<file path="src/rtl/mips_muldiv.sv">
// Iterative MIPS multiply/divide unit holding the architectural HI/LO pair.
// Define MIPS_MULDIV_FASTMUL_EN for a single-cycle combinational multiply.
module mips_muldiv #(
    parameter logic [31:0] DIV0_LO = 32'hFFFF_FFFF
) (
    input  logic        clk,
    input  logic        rst_n,
    input  logic        op_valid,
    input  logic [2:0]  op_code,
    input  logic [31:0] op_a,
    input  logic [31:0] op_b,
    input  logic        abort,
    output logic        busy,
    output logic        done,
    output logic [31:0] hi,
    output logic [31:0] lo
);

    typedef enum logic [1:0] {IDLE, RUN, FIX} state_t;

    state_t      state;
    logic [4:0]  cnt;
    logic [63:0] acc;
    logic [31:0] mag_a;
    logic [31:0] mag_b;
    logic        is_div;
    logic        neg_q;
    logic        neg_r;
    logic        div0;

    logic        sgn_op;
    logic        a_neg;
    logic        b_neg;
    logic [31:0] abs_a;
    logic [31:0] abs_b;
    logic [32:0] mul_sum;
    logic [33:0] div_diff;
    logic [63:0] step_acc;
    logic [63:0] prod_fix;
    logic [31:0] quot_fix;
    logic [31:0] rem_fix;

    always_comb begin
        sgn_op = (op_code == 3'd0) || (op_code == 3'd2);
        a_neg  = sgn_op && op_a[31];
        b_neg  = sgn_op && op_b[31];
        abs_a  = a_neg ? -op_a : op_a;
        abs_b  = b_neg ? -op_b : op_b;
    end

    // Multiply: acc = {partial, multiplier}; divide: acc = {remainder, dividend/quotient}
    always_comb begin
        mul_sum  = {1'b0, acc[63:32]} + (acc[0] ? {1'b0, mag_a} : 33'd0);
        div_diff = {1'b0, acc[63:31]} - {2'b00, mag_b};
        if (is_div) begin
            if (!div_diff[33])
                step_acc = {div_diff[31:0], acc[30:0], 1'b1};
            else
                step_acc = {acc[62:0], 1'b0};
        end else begin
            step_acc = {mul_sum, acc[31:1]};
        end
    end

    always_comb begin
        prod_fix = neg_q ? -acc : acc;
        quot_fix = div0 ? DIV0_LO : (neg_q ? -acc[31:0] : acc[31:0]);
        rem_fix  = neg_r ? -acc[63:32] : acc[63:32];
    end

    always_ff @(posedge clk) begin
        if (!rst_n) begin
            state  <= IDLE;
            cnt    <= 5'd0;
            acc    <= 64'd0;
            mag_a  <= 32'd0;
            mag_b  <= 32'd0;
            is_div <= 1'b0;
            neg_q  <= 1'b0;
            neg_r  <= 1'b0;
            div0   <= 1'b0;
            busy   <= 1'b0;
            done   <= 1'b0;
            hi     <= 32'd0;
            lo     <= 32'd0;
        end else begin
            done <= 1'b0;
            unique case (state)
                IDLE: begin
                    if (op_valid && !abort) begin
                        unique case (op_code)
                            3'd4: hi <= op_a;
                            3'd5: lo <= op_a;
                            3'd0, 3'd1, 3'd2, 3'd3: begin
                                mag_a  <= abs_a;
                                mag_b  <= abs_b;
                                is_div <= op_code[1];
                                neg_q  <= a_neg ^ b_neg;
                                neg_r  <= a_neg;
                                div0   <= op_code[1] && (op_b == 32'd0);
                                cnt    <= 5'd0;
                                busy   <= 1'b1;
`ifdef MIPS_MULDIV_FASTMUL_EN
                                if (op_code[1]) begin
                                    acc   <= {32'd0, abs_a};
                                    state <= RUN;
                                end else begin
                                    acc   <= {32'd0, abs_a} * {32'd0, abs_b};
                                    state <= FIX;
                                end
`else
                                acc   <= {32'd0, (op_code[1] ? abs_a : abs_b)};
                                state <= RUN;
`endif
                            end
                            default: ;
                        endcase
                    end
                end
                RUN: begin
                    if (abort) begin
                        state <= IDLE;
                        busy  <= 1'b0;
                    end else begin
                        acc <= step_acc;
                        cnt <= cnt + 5'd1;
                        if (cnt == 5'd31)
                            state <= FIX;
                    end
                end
                FIX: begin
                    state <= IDLE;
                    busy  <= 1'b0;
                    if (!abort) begin
                        done <= 1'b1;
                        if (is_div) begin
                            hi <= rem_fix;
                            lo <= quot_fix;
                        end else begin
                            hi <= prod_fix[63:32];
                            lo <= prod_fix[31:0];
                        end
                    end
                end
                default: state <= IDLE;
            endcase
        end
    end

endmodule
</file>
<file path="config.mk">
export PLATFORM = sky130hd
export DESIGN_NAME = mips_muldiv
export DESIGN_NICKNAME = d
export VERILOG_FILES = /design/src/rtl/mips_muldiv.sv
export SDC_FILE = /design/constraint.sdc
export NUM_CORES = 1
export LEC_CHECK = 0
export BUFFER_PORTS_ARGS = -buffer_cell sky130_fd_sc_hd__clkbuf_2
export CAP_MARGIN = 20
export CORE_MARGIN = 8
export CORE_UTILIZATION = 52
export DETAILED_ROUTE_END_ITERATION = 8
export PLACE_DENSITY = 0.81
export SYNTH_ARGS = -nofsm -noshare
export SYNTH_HDL_FRONTEND = slang
export SYNTH_SLANG_ARGS = --single-unit
</file>
<file path="constraint.sdc">
create_clock -name clk -period 8.62 [get_ports clk]
set_input_delay 0.431 -clock clk [delete_from_list [all_inputs] [get_ports clk]]
set_output_delay 0.431 -clock clk [all_outputs]
set_load 0.02 [all_outputs]
</file>
==> flow_metrics.env <==
export IMPL_dieArea_sq_um=35700
export IMPL_grt_pass1_wl_mm=87.4
export IMPL_post_cts_buffers=0
export IMPL_drcViolationCount=0
export IMPL_htreeDepth=1
export IMPL_wirelength_mm=56.7
export IMPL_cts_buffers=24
export IMPL_period_needed_ns=3.64
export IMPL_area_delta_synth_final_pct=9.64
export IMPL_synth_top_area_share_pct=26.4
export IMPL_fillCellCount=2723
export IMPL_drt_first_pass_iters=8
export IMPL_initial_utilization_pct=52.6
export IMPL_vdd_drop_max_v=0.000161
export IMPL_critPathLaunchType="flop"
export IMPL_path_cells="inv_1 -> ha_1 -> inv_1 -> fa_1 -> a211oi_1 -> o211a_1 -> nor2_1 -> o221ai_1 -> o31ai_1 -> a21oi_1 -> o21ai_0 -> xor2_1 -> a211o_1"
export IMPL_vias=16300
export IMPL_p_per_area_nw_per_um2=145
export IMPL_root_buffer="clkbuf_16"
export IMPL_worst_pin_slew_ns=1.08
export IMPL_hold_viol=0
export IMPL_clk_pin_slew_ns=0.06
export IMPL_num_rows=63
export IMPL_overflow=0
export IMPL_hold_buffers=0
export IMPL_drv_cap=0
export IMPL_die_width_um=189
export IMPL_max_freq_mhz=275
export IMPL_setup_tns_final_ns=0
export IMPL_syn_area_sq_um=15500
export IMPL_grt_pass1_vias=15300
export IMPL_yosys_warnings=0
export IMPL_synth_cells=2047
export IMPL_track_usage_pct=30.4
export IMPL_mostFrequentLayoutCell="a21oi_1"
export IMPL_core_area_sq_um=29600
export IMPL_fin_util_pct=57.6
export IMPL_crit_fanout=5
export IMPL_antenna_found_initial=0
export IMPL_wire_per_inst_um=22.7
export IMPL_crit_type="reg2reg"
export IMPL_synth_area_top_cells="dfxtp_1, a21oi_1, ha_1, xnor2_1, nor2_1"
export IMPL_final_net_count=2235
export IMPL_cp_required_ns=9.03
export IMPL_gp_congestion=1.02
export IMPL_cts_path_max_buffers=3
export IMPL_synth_edf_count=0
export IMPL_hp_class="in2reg"
export IMPL_cts_sinks=205
export IMPL_async_reset_ff_share_pct=0
export IMPL_period_share_pct=42.2
export IMPL_r2r_setup_slack_ns=4.98
export IMPL_synth_cell_types=76
export IMPL_clk_latency_ns=0.53
export IMPL_final_max_slew_violation_count=0
export IMPL_ios=137
export IMPL_setup_viol=0
export IMPL_dp_hpwl_mm=43.4
export IMPL_ys_ff_latch=205
export IMPL_path_buf_inv=2
export IMPL_cts_tree="done"
export IMPL_critical_path_top_delay_family="compound AO/OA/AOI/OAI gates"
export IMPL_post_cts_resized=0
export IMPL_final_cell_mix="a21oi_1, dfxtp_1, nor2_1"
export IMPL_slowest_stage="a21oi_1"
export IMPL_layout_drive_gt1_share_pct=11.2
export IMPL_slew_headroom_pct=26.8
export IMPL_synth_top_area_cell="dfxtp_1"
export IMPL_crit_top_cell="inv_1"
export IMPL_ant_nets=0
export IMPL_skew_ns=0.0143
export IMPL_slowest_delay_ns=0.46
export IMPL_critPathArrivalTime_ns=4.05
export IMPL_status="finished clean"
export IMPL_yosysSeqAreaShare_pct=26.4
export IMPL_vias_per_cell=6.53
export IMPL_drtIter0Drc=2085
export IMPL_synthesis_nets=2193
export IMPL_rsz0062_at_grt="no"
export IMPL_cp_end_kind="flop"
export IMPL_die_y_um=189
export IMPL_synthFlopType="dfxtp_1"
export IMPL_avgSynthCellArea_sq_um=7.59
export IMPL_p_leak_nw=7.01
export IMPL_grt_max_degree=102
export IMPL_io_buffers=136
cell usage after synthesis (11+ instances only):
| cell | instances |
|---|---|
| nand2_1 | 188 |
| o21ai_0 | 105 |
| xnor2_1 | 92 |
| o31ai_1 | 21 |
| nand3_1 | 29 |
| a211oi_1 | 93 |
| xor2_1 | 84 |
| nor2_1 | 202 |
| nand2b_1 | 15 |
| nor4_1 | 14 |
| inv_1 | 63 |
| o41ai_1 | 14 |
| clkbuf_1 | 110 |
| o21a_1 | 13 |
| mux2_2 | 14 |
| a21o_1 | 47 |
| ha_1 | 73 |
| o211ai_1 | 26 |
| or3_1 | 18 |
| a21oi_1 | 236 |
| dfxtp_1 | 205 |
| mux2i_1 | 49 |
| a31oi_1 | 22 |
| nand4_1 | 17 |
| and3_1 | 13 |
| and2_1 | 51 |
| o221ai_1 | 28 |
| buf_1 | 11 |
| nor3_1 | 39 |
| a22oi_1 | 13 |
registers in the layout, summed over array words and instances (netlist names), 2 cells and up:
name   count
lo        32
state      2
mag_a     32
acc       64
hi        32
cnt        5
mag_b     32
report_power, final:
part | internal [W] | switching (W)
registers | 0.000980 | 0.0000356
logic | 0.000161 | 0.000317
clock network | 0.000555 | 0.000430
routing by layer:
layer	vias to the layer above	global-route usage, %	part of all wire [%]
li1	7526	-	-
met1	7604	39.0	39
met2	964	49.0	45
met3	217	6.11	10
met4	0	13.3	5.1
met5	-	0	0
cell type report:
cell class | count | area (sq um) | area share, %
inverter | 66 | 250 | 1.47
clock inverter | 13 | 76.3 | 0.448
timing repair buffer | 152 | 821 | 4.82
tap | 390 | 488 | 2.86
antenna | 1 | 2.50 | 0.0147
multi-input combinational | 1640 | 10600 | 62.3
clock buffer | 30 | 674 | 3.96
sequential | 205 | 4110 | 24.1
metrics by stage:
step / setup WS, ns / power, W / hold WS, ns / cell area (sq um) / std cells
2_1_floorplan: 5.40 / 0.00134 / 0.432 / 15500 / 2047
3_3_place_gp: 4.79 / 0.00149 / 0.439 / 16300 / 2451
3_5_place_dp: 4.73 / 0.00149 / 0.439 / 16300 / 2451
4_1_cts: 4.69 / 0.00246 / 0.161 / 17000 / 2494
5_1_grt: 4.80 / 0.00256 / 0.170 / 17000 / 2496
6_report: 4.98 / 0.00248 / 0.167 / 17000 / 2497
worst paths after layout:
path,endpoint,startpoint,cells past startpoint
worst min register to register,hi[22],hi[22],1
worst max register to register,acc[56],acc[31],13
worst max-delay path,acc[56],acc[31],13
worst min-delay path,done,abort,2
cell families (layout without fill, tap and decap cells):
group / Yosys count / in the layout / share of synthesized area [%]
xor+xnor: 176 / 176 / 9.92
compound gates: 694 / 694 / 28.9
mux: 63 / 63 / 4.17
other cells: 0 / 1 / 0
flops: 205 / 205 / 26.4
buf+inv: 202 / 261 / 5.38
simple gates: 632 / 632 / 19.1
fa+ha+maj: 75 / 75 / 6.13
(Power assumes the default switching activity.)
